**config.mk**
```make
export PLATFORM = sky130hd
export DESIGN_NAME = sound_latch_bridge
export DESIGN_NICKNAME = d
export VERILOG_FILES = /design/src/rtl/sound_latch_bridge.sv
export SDC_FILE = /design/constraint.sdc
export NUM_CORES = 1
export LEC_CHECK = 0
export CAP_MARGIN = 20
export CORE_MARGIN = 2
export CORE_UTILIZATION = 38
export CTS_BUF_LIST = sky130_fd_sc_hd__clkbuf_4
export CTS_CLUSTER_SIZE = 30
export DETAILED_ROUTE_END_ITERATION = 8
export PLACE_DENSITY = 0.79
export SLEW_MARGIN = 25
export SYNTH_ARGS = -nofsm -noshare
export SYNTH_HDL_FRONTEND = slang
export SYNTH_SLANG_ARGS = --single-unit
```
**constraint.sdc**
```tcl
create_clock -name clk -period 1.7 [get_ports clk]
set_clock_uncertainty 0.2 [all_clocks]
set_input_delay 0.17 -clock clk [delete_from_list [all_inputs] [get_ports clk]]
set_output_delay 0.17 -clock clk [all_outputs]
set_load 0.01 [all_outputs]
```
**src/rtl/sound_latch_bridge.sv**
```systemverilog
// sound_latch_bridge
// Two one-byte mailboxes between the M68K main CPU and the Z80 sound CPU.
// The forward latch (M68K -> Z80) raises the Z80 maskable interrupt on each
// write. The bridge drives the interrupt vector during the Z80 acknowledge
// cycle. The reply latch (Z80 -> M68K) carries status bytes back.
// Each bus strobe is reduced to a single-cycle event on its rising edge.
// A bus access that lasts several cycles therefore counts only once.

module sound_latch_bridge #(
    parameter logic [7:0] IRQ_VECTOR    = 8'hFF,
    parameter logic [7:0] REPLY_HI_BYTE = 8'hFF,
    parameter bit         CLEAR_ON_READ = 1'b1
) (
    input  logic        clk,
    input  logic        reset,
    // M68K side
    input  logic        m68k_latch_cs,
    input  logic [15:0] m68k_din,
    input  logic        z80_latch_read_cs,
    output logic [15:0] m68k_latch_dout,
    // Z80 side
    input  logic        z80_latch_cs,
    input  logic        z80_rd_n,
    input  logic        z80_wr_n,
    input  logic [7:0]  z80_din,
    output logic [7:0]  z80_latch_dout,
    input  logic        M1_n,
    input  logic        IORQ_n,
    output logic        z80_irq_n,
    output logic [7:0]  z80_int_vector,
    output logic        z80_int_vec_oe,
    // status
    output logic        sound_pending,
    output logic        reply_pending,
    output logic        overrun
);

    // Strobe bit positions in the edge-detector vector
    localparam int EV_FWD_WR = 0;
    localparam int EV_FWD_RD = 1;
    localparam int EV_REP_WR = 2;
    localparam int EV_REP_RD = 3;
    localparam int N_EV      = 4;

    typedef enum logic [1:0] {
        ST_IDLE   = 2'd0,
        ST_ASSERT = 2'd1,
        ST_ACK    = 2'd2
    } irq_state_t;

    // Only the low byte of the M68K bus carries latch data
    logic unused_din_hi;
    assign unused_din_hi = ^m68k_din[15:8];

    // ------------------------------------------------------------------
    // Strobe qualification
    // ------------------------------------------------------------------
    logic [N_EV-1:0] strobe_raw;
    logic [N_EV-1:0] strobe_hist_q;
    logic [N_EV-1:0] strobe_hist_d;
    logic [N_EV-1:0] strobe_rise;

    assign strobe_raw[EV_FWD_WR] = m68k_latch_cs;
    assign strobe_raw[EV_FWD_RD] = z80_latch_cs & ~z80_rd_n;
    assign strobe_raw[EV_REP_WR] = z80_latch_cs & ~z80_wr_n;
    assign strobe_raw[EV_REP_RD] = z80_latch_read_cs;

    // A strobe event fires only in the first cycle the strobe is seen high
    genvar gi;
    generate
        for (gi = 0; gi < N_EV; gi++) begin : g_edge
            assign strobe_rise[gi] = strobe_raw[gi] & ~strobe_hist_q[gi];
        end
    endgenerate

    logic fwd_wr;
    logic fwd_rd;
    logic rep_wr;
    logic rep_rd;
    logic ack;

    assign fwd_wr = strobe_rise[EV_FWD_WR];
    assign fwd_rd = strobe_rise[EV_FWD_RD];
    assign rep_wr = strobe_rise[EV_REP_WR];
    assign rep_rd = strobe_rise[EV_REP_RD];
    // The acknowledge is level-sensitive and lasts as long as the Z80 holds it
    assign ack    = ~M1_n & ~IORQ_n;

    // The reply flag may be cleared by an M68K read, or left for polling code to handle
    logic rep_clr;
    generate
        if (CLEAR_ON_READ) begin : g_clr_on_read
            assign rep_clr = rep_rd;
        end else begin : g_no_clr
            assign rep_clr = 1'b0;
        end
    endgenerate

    // ------------------------------------------------------------------
    // Latches and status flags
    // ------------------------------------------------------------------
    logic [7:0] fwd_latch_q;
    logic [7:0] fwd_latch_d;
    logic [7:0] rep_latch_q;
    logic [7:0] rep_latch_d;
    logic       sound_pending_q;
    logic       sound_pending_d;
    logic       reply_pending_q;
    logic       reply_pending_d;
    logic       overrun_q;
    logic       overrun_d;

    // Next-state logic for latches and flags; when set and clear happen together, set wins
    always_comb begin
        strobe_hist_d   = strobe_raw;
        fwd_latch_d     = fwd_latch_q;
        rep_latch_d     = rep_latch_q;
        sound_pending_d = sound_pending_q;
        reply_pending_d = reply_pending_q;
        overrun_d       = overrun_q;

        if (fwd_wr) begin
            fwd_latch_d = m68k_din[7:0];
        end
        if (rep_wr) begin
            rep_latch_d = z80_din;
        end

        if (fwd_wr) begin
            sound_pending_d = 1'b1;
        end else if (fwd_rd) begin
            sound_pending_d = 1'b0;
        end

        if (rep_wr) begin
            reply_pending_d = 1'b1;
        end else if (rep_clr) begin
            reply_pending_d = 1'b0;
        end

        // Sticky: the Z80 missed a command byte
        if (fwd_wr && sound_pending_q) begin
            overrun_d = 1'b1;
        end
    end

    // Register latches, flags and the strobe history
    always_ff @(posedge clk) begin
        if (reset) begin
            strobe_hist_q   <= '0;
            fwd_latch_q     <= 8'h00;
            rep_latch_q     <= 8'h00;
            sound_pending_q <= 1'b0;
            reply_pending_q <= 1'b0;
            overrun_q       <= 1'b0;
        end else begin
            strobe_hist_q   <= strobe_hist_d;
            fwd_latch_q     <= fwd_latch_d;
            rep_latch_q     <= rep_latch_d;
            sound_pending_q <= sound_pending_d;
            reply_pending_q <= reply_pending_d;
            overrun_q       <= overrun_d;
        end
    end

    // ------------------------------------------------------------------
    // IRQ state machine
    // ------------------------------------------------------------------
    irq_state_t state_q;
    irq_state_t state_d;
    logic       re_arm_q;
    logic       re_arm_d;
    logic       irq_n_q;
    logic       irq_n_d;
    logic       vec_oe_q;
    logic       vec_oe_d;

    // Next state plus outputs; the outputs are registered and so follow the state with no extra lag
    always_comb begin
        state_d  = state_q;
        re_arm_d = re_arm_q;
        case (state_q)
            ST_IDLE: begin
                re_arm_d = 1'b0;
                if (fwd_wr) begin
                    state_d = ST_ASSERT;
                end
            end
            ST_ASSERT: begin
                // A further write here needs no action: the IRQ is already pending
                re_arm_d = 1'b0;
                if (ack) begin
                    state_d = ST_ACK;
                end
            end
            ST_ACK: begin
                if (ack) begin
                    re_arm_d = re_arm_q | fwd_wr;
                end else begin
                    // A write during the acknowledge must not be lost; raise the IRQ again
                    state_d  = (re_arm_q || fwd_wr) ? ST_ASSERT : ST_IDLE;
                    re_arm_d = 1'b0;
                end
            end
            default: begin
                state_d  = ST_IDLE;
                re_arm_d = 1'b0;
            end
        endcase

        irq_n_d  = (state_d == ST_IDLE);
        vec_oe_d = (state_d == ST_ACK);
    end

    // Register the IRQ state and its outputs
    always_ff @(posedge clk) begin
        if (reset) begin
            state_q  <= ST_IDLE;
            re_arm_q <= 1'b0;
            irq_n_q  <= 1'b1;
            vec_oe_q <= 1'b0;
        end else begin
            state_q  <= state_d;
            re_arm_q <= re_arm_d;
            irq_n_q  <= irq_n_d;
            vec_oe_q <= vec_oe_d;
        end
    end

    // ------------------------------------------------------------------
    // Outputs
    // ------------------------------------------------------------------
    assign z80_latch_dout  = fwd_latch_q;
    assign m68k_latch_dout = {REPLY_HI_BYTE, rep_latch_q};
    assign z80_irq_n       = irq_n_q;
    assign z80_int_vec_oe  = vec_oe_q;
    assign z80_int_vector  = vec_oe_q ? IRQ_VECTOR : 8'h00;
    assign sound_pending   = sound_pending_q;
    assign reply_pending   = reply_pending_q;
    assign overrun         = overrun_q;

endmodule

```
==> metrics.md, run 1 <==
| Metric | Value |
|---|---|
| Clk root buf | `clkbuf_4` |
| VDD IR max | `0.4610 mV` |
| Min Tclk post-route | `1.633 ns` |
| Remaining Overflow, GRT | `0` |
| Critical path's slowest cell | `clkdlybuf4s50_1` |
| Syn Inst Count | `122` |
| CP arrival | `1.26 ns` |
| Violated checks | `DRC` |
| Initial Util | `40.86%` |
| DRT Wirelength | `2300 um` |
| Endpoints failing setup | `0` |
| Post-synthesis register bit count | `28` |
| N_diodes | `0` |
| DP Area | `0.001600 mm2` |
| Hold WC Path Type | `primary input to register` |
| DRC | `6` |
| FILL cells | `254` |
| Via/cell ratio | `4.630` |
| Routability cong. | `0.6629` |
| Synth Area in XOR/XNOR | `0%` |
| Cell Chain, Critical Path | `clkdlybuf4s50_1` |
| Outcome | `finished with violations` |
| Critical Path RT | `1.33 ns` |
| Antenna viol nets, final | `0` |
| Final instance area | `0.001672 mm2` |
| CTS tree | `yes` |
| Simple logic cell fraction of the synthesized area | `17.58%` |
| Post-Syn Area | `0.001146 mm2` |
| Power density over cell area | `825.8 mW/mm2` |
| Final worst-path cycle share | `96.05%` |
| Vias in the first global route | `908` |
| Achievable Freq | `0.6124 GHz` |
| I/O pin count | `70` |
| GRT Util Overall | `14.44%` |
| Pre-antenna DRT Iters | `6` |
| Fin Setup TNS | `0 ns` |
| Max cap viols | `0` |
| Inst Count DP | `196` |
| # port buffers | `53` |
| Syn avg cell area | `9.394 um2` |
| Type of destination of the critical path | `primary output` |
| Area delta synth->final | `45.85%` |
| Commonest non-fill, non-tap cell in the layout | `clkdlybuf4s50_1` |
| Worst path max stage delay | `0.54 ns` |
| CTS sink count | `28` |
| Post-CTS Hold Fix Bufs | `0` |
| Site Rows | `19` |
| Initial antenna violation count | `0` |
| Total number of vias | `926` |
| Die area | `0.003472 mm2` |
| Largest family of logic cells by synthesized area | `simple AND/OR/NAND/NOR gates` |
| Final hold violations | `0` |
| Die height | `58.92 um` |
| Critical path class | `register to primary output` |
| Multi-input combinational cell area | `432.9 um2` |
| Max Slew Vio Count | `0` |
| DR iter-0 viols | `19` |
| Largest net degree at the start of global routing | `17` |
| Share of layout cells above drive strength 1 | `8.284%` |
| Most frequent cells in the layout | `clkdlybuf4s50_1, dfxtp_1, nand2_1` |
| Max FO, Critical Path | `9` |
| Mux contribution to synthesized area | `6.987%` |
| Sequential share of the synthesized area | `48.91%` |
| DP HPWL | `1780 um` |
| Unrepaired setup endpoints after global routing | `no` |
| Leak Pwr | `0.0007393 uW` |
| CTS Buf Count | `3` |
| Synth warnings | `0` |
| Die Wd | `58.92 um` |
| Nets@finish | `203` |
| H-tree Lvls | `1` |
| Distinct cells, synth | `24` |
| WL/cell | `11.50 um` |
| Core area | `0.002805 mm2` |
| Adder-Cell Fraction of Synth Area | `0%` |
| Delay-heaviest family, CP | `buffers and inverters` |
| Sequential cell area | `564.3 um2` |
| First-pass GRT wire length | `3795 um` |
| Clock slew at reported path FFs | `0.15 ns` |
| Post-synthesis compound-gate area fraction | `10.59%` |
| Clock Latency Late Sink | `0.32 ns` |
| Critical Path Start Type | `register` |
| Crit path buf inv count | `1` |
| Clk buf depth | `2` |
| Layout Cells excl Fill | `200` |
per-layer routing:
metal / share of wire (%) / up-vias / track usage [%]
met2: 49 / 44 / 26.51
li1: - / 470 / -
met1: 40 / 410 / 15.30
met4: 0.39 / 0 / 5.844
met3: 10 / 2 / 4.176
met5: 0 / - / 0
metrics by stage:
stage / setup WS (ns) / util [%] / power (uW) / hold WS [ns]
6_report: 0.06719 / 59.59 / 1380 / 0.1765
5_1_grt: 0.002590 / 59.59 / 1454 / 0.1719
4_1_cts: 0.002837 / 58.97 / 1406 / 0.1564
3_5_place_dp: 0.08392 / 57.05 / 968.9 / 0.2493
3_3_place_gp: 0.1192 / 57.05 / 960.8 / 0.2432
2_1_floorplan: 0.5305 / - / 855.9 / 0.04615
power by group:
group | internal (uW) | switching, uW | total [uW]
Combinational | 144 | 96.1 | 240
Clock | 238 | 192 | 430
Sequential | 690 | 20.0 | 710
cells in the mapped netlist:
master	count	area, um2
dfxtp_1	28	560.5
buf_4	18	135.1
nand2_1	17	63.81
nor2_1	15	56.30
a21oi_1	11	55.05
mux2i_1	8	80.08
nand2b_1	4	25.02
a21boi_1	2	15.01
clkbuf_8	2	27.53
nor2b_1	2	12.51
o21ai_0	2	10.01
a211o_1	1	8.760
a21oi_2	1	8.760
a221o_1	1	10.01
a2bb2oi_1	1	8.760
and2b_4	1	10.01
buf_2	1	5.000
buf_6	1	11.26
conb_1	1	3.750
nand2b_2	1	8.760
nor3_1	1	5.000
nor3b_1	1	7.510
nor3b_2	1	12.51
o21ai_1	1	5.000
cells by family after synthesis:
logic type	count (synthesis)
other	1
AOI/OAI and AO/OA	20
and+or+nand+nor	43
buffers and inverters	22
muxes	8
DFF	28
registers in the layout, indices dropped and copies added, names as in the netlist:
signal          cells
sound_pending       1
z80_latch_dout      8
z80_int_vec_oe      1
re_arm_q            1
state_q             2
strobe_hist_q       4
z80_irq_n           1
rep_latch_q         8
reply_pending       1
overrun             1
path summary, 6_finish.rpt:
path                                       start                             end  slack [ns]  cells after the start
setup / recovery       z80_int_vec_oe$_SDFF_PP0_               z80_int_vector[7]        0.07                      1
hold / removal                       m68k_din[6]  z80_latch_dout[6]$_SDFFE_PP0P_        0.18                      3
setup reg to reg     strobe_hist_q[0]$_SDFF_PP0_            z80_irq_n$_SDFF_PP1_        0.45                      3
hold reg to reg   z80_latch_dout[2]$_SDFFE_PP0P_  z80_latch_dout[2]$_SDFFE_PP0P_        0.26                      2
repair_timing:
action,4_1_cts,5_1_grt
gates resized for setup,1,7
cloned,0,0
setup buffers,0,0
endpoints found under the setup margin,9,11
area by class of cell:
| type | count | share of cell area, % |
|---|---|---|
| repair buffers | 58 | 34.88 |
| flip-flops and latches | 28 | 33.76 |
| multi-input cells | 79 | 25.90 |
| well taps | 31 | 2.320 |
| clock inverters | 1 | 1.796 |
| clock buffers | 3 | 1.347 |
Power figures use the tool's default switching activity.
==> run 2, diff against run 1 <==
- PLACE_DENSITY: 0.79 -> 0.88
==> metrics.md, run 2 (same netlist as run 1, synthesis figures left out) <==
| Metric | Value |
|---|---|
| Critical path's slowest cell | `clkdlybuf4s50_1` |
| Antenna viol nets, final | `0` |
| WHS Endpoint | `z80_latch_dout[7]$_SDFFE_PP0P_` |
| Initial Util | `40.86%` |
| # resized after CTS | `1` |
| Hold path depth | `3` |
| Unrepaired setup endpoints after global routing | `no` |
| Site Rows | `19` |
| Fin Setup TNS | `0 ns` |
| Final hold violations | `0` |
| Worst r2r src | `strobe_hist_q[2]$_SDFF_PP0_` |
| Hold Startpoint | `m68k_din[7]` |
| Worst path max stage delay | `0.55 ns` |
| Clock slew at reported path FFs | `0.15 ns` |
| Clk buf depth | `2` |
| Share of layout cells above drive strength 1 | `8.876%` |
| Leak Pwr | `0.0007266 uW` |
| Final instance area | `0.001670 mm2` |
| Max Slew Vio Count | `0` |
| DP HPWL | `1944 um` |
| VDD IR max | `0.6020 mV` |
| Die area | `0.003472 mm2` |
| CTS sink count | `28` |
| Vias in the first global route | `938` |
| CTS Buf Count | `3` |
| Max cap viols | `0` |
| Critical path class | `register to primary output` |
| Violated checks | `DRC` |
| First-pass GRT wire length | `3912 um` |
| Via/cell ratio | `4.790` |
| Commonest non-fill, non-tap cell in the layout | `clkdlybuf4s50_1` |
| Min Tclk post-route | `1.632 ns` |
| Crit path buf inv count | `1` |
| Final worst-path cycle share | `96.02%` |
| Hold WC Path Type | `primary input to register` |
| GRT Util Overall | `14.48%` |
| Area delta synth->final | `45.74%` |
| Reg2reg end | `rep_latch_q[7]$_SDFFE_PP0P_` |
| Achievable Freq | `0.6126 GHz` |
| Critical Path RT | `1.33 ns` |
| Type of destination of the critical path | `primary output` |
| CP arrival | `1.26 ns` |
| Routability cong. | `0.6699` |
| Endpoints failing setup | `0` |
| WL/cell | `12.19 um` |
| Total number of vias | `958` |
| Delay-heaviest family, CP | `buffers and inverters` |
| Cell Chain, Critical Path | `clkdlybuf4s50_1` |
| Critical Path Start Type | `register` |
| Core area | `0.002805 mm2` |
| Post-CTS Hold Fix Bufs | `0` |
| Initial antenna violation count | `0` |
| CTS tree | `yes` |
| Max FO, Critical Path | `2` |
| H-tree Lvls | `1` |
| Clock Latency Late Sink | `0.32 ns` |
| # Post-CTS Setup Buffers | `0` |
| DRT Wirelength | `2438 um` |
| DP Area | `0.001600 mm2` |
| # port buffers | `53` |
| Nets@finish | `203` |
| Largest net degree at the start of global routing | `17` |
| Power density over cell area | `827.9 mW/mm2` |
| Pre-antenna DRT Iters | `8` |
| I/O pin count | `70` |
| Clk root buf | `clkbuf_4` |
| R2r setup slk | `0.45 ns` |
| Remaining Overflow, GRT | `0` |
| DRC | `6` |
| DR iter-0 viols | `25` |
| Reg2Reg Depth | `4` |
| Most frequent cells in the layout | `clkdlybuf4s50_1, dfxtp_1, nand2_1` |
| N_diodes | `0` |
| Outcome | `finished with violations` |
| Die Wd | `58.92 um` |
| Die height | `58.92 um` |
==> run 2: cell types whose count changed in the layout (fill, tap and decap cells not counted) <==
| cell | before | now |
|---|---|---|
| clkdlybuf4s50_1 | 47 | 48 |
| dlymetal6s2s_1 | 6 | 5 |
| dfxtp_1 | 27 | 26 |
| dfxtp_2 | 0 | 1 |
==> run 2: how the worst max path moves through the flow <==
stage | to | depth (start not counted) | start | slack, ns
after floorplan | z80_irq_n$_SDFF_PP1_ | 3 | strobe_hist_q[0]$_SDFF_PP0_ | 0.53
after global placement | rep_latch_q[1]$_SDFFE_PP0P_ | 5 | z80_latch_cs | 0.12
after detailed placement | rep_latch_q[7]$_SDFFE_PP0P_ | 5 | z80_latch_cs | 0.06
after CTS | z80_int_vector[1] | 1 | z80_int_vec_oe$_SDFF_PP0_ | 0.0004
after global routing | z80_int_vector[3] | 1 | z80_int_vec_oe$_SDFF_PP0_ | 0.007
final | m68k_latch_dout[7] | 1 | rep_latch_q[7]$_SDFFE_PP0P_ | 0.07
==> run 2: stage by stage <==
stage | power (uW) | setup slack (ns) | hold slack (ns) | utilization (%) | std cells
6_report | 1383 | 0.06761 | 0.1749 | 59.55 | 200
5_1_grt | 1459 | 0.007072 | 0.1444 | 59.55 | 200
4_1_cts | 1408 | 0.0003580 | 0.1594 | 58.97 | 200
3_5_place_dp | 971.0 | 0.06193 | 0.2479 | 57.05 | 196
3_3_place_gp | 959.2 | 0.1219 | 0.2410 | 57.05 | 196
2_1_floorplan | 855.9 | 0.5305 | 0.04615 | - | 129
==> run 2: final cells by class <==
class / count / area [um2]
multi-input combinational: 79 / 432.9
clock inverter: 1 / 30.03
fill: 274 / 1135
sequential: 28 / 565.5
clock buffer: 3 / 22.52
tap: 31 / 38.79
timing repair buffer: 58 / 580.6
==> run 2: where the power goes <==
part           internal [uW]  leakage [uW]  switching, uW  total [uW]
clock network            238     0.0000279            192         430
logic                    145      0.000468           96.3         241
registers                690      0.000231           21.1         712
total                   1070      0.000727            309        1380
==> run 2: tightest hold or removal path: stages <==
cell and delay (ns):
clkdlybuf4s50_1 0.40, nand2_1 0.05, a21oi_1 0.05
==> run 2: metal layers <==
metal  share of wire [%]  GRT usage [%]  vias to the layer above
li1                    -              -                      469
met1                  37          13.92                      439
met2                  52          28.57                       50
met3                  11          4.176                        0
met4                   0          5.195                        0
met5                   0              0                        -
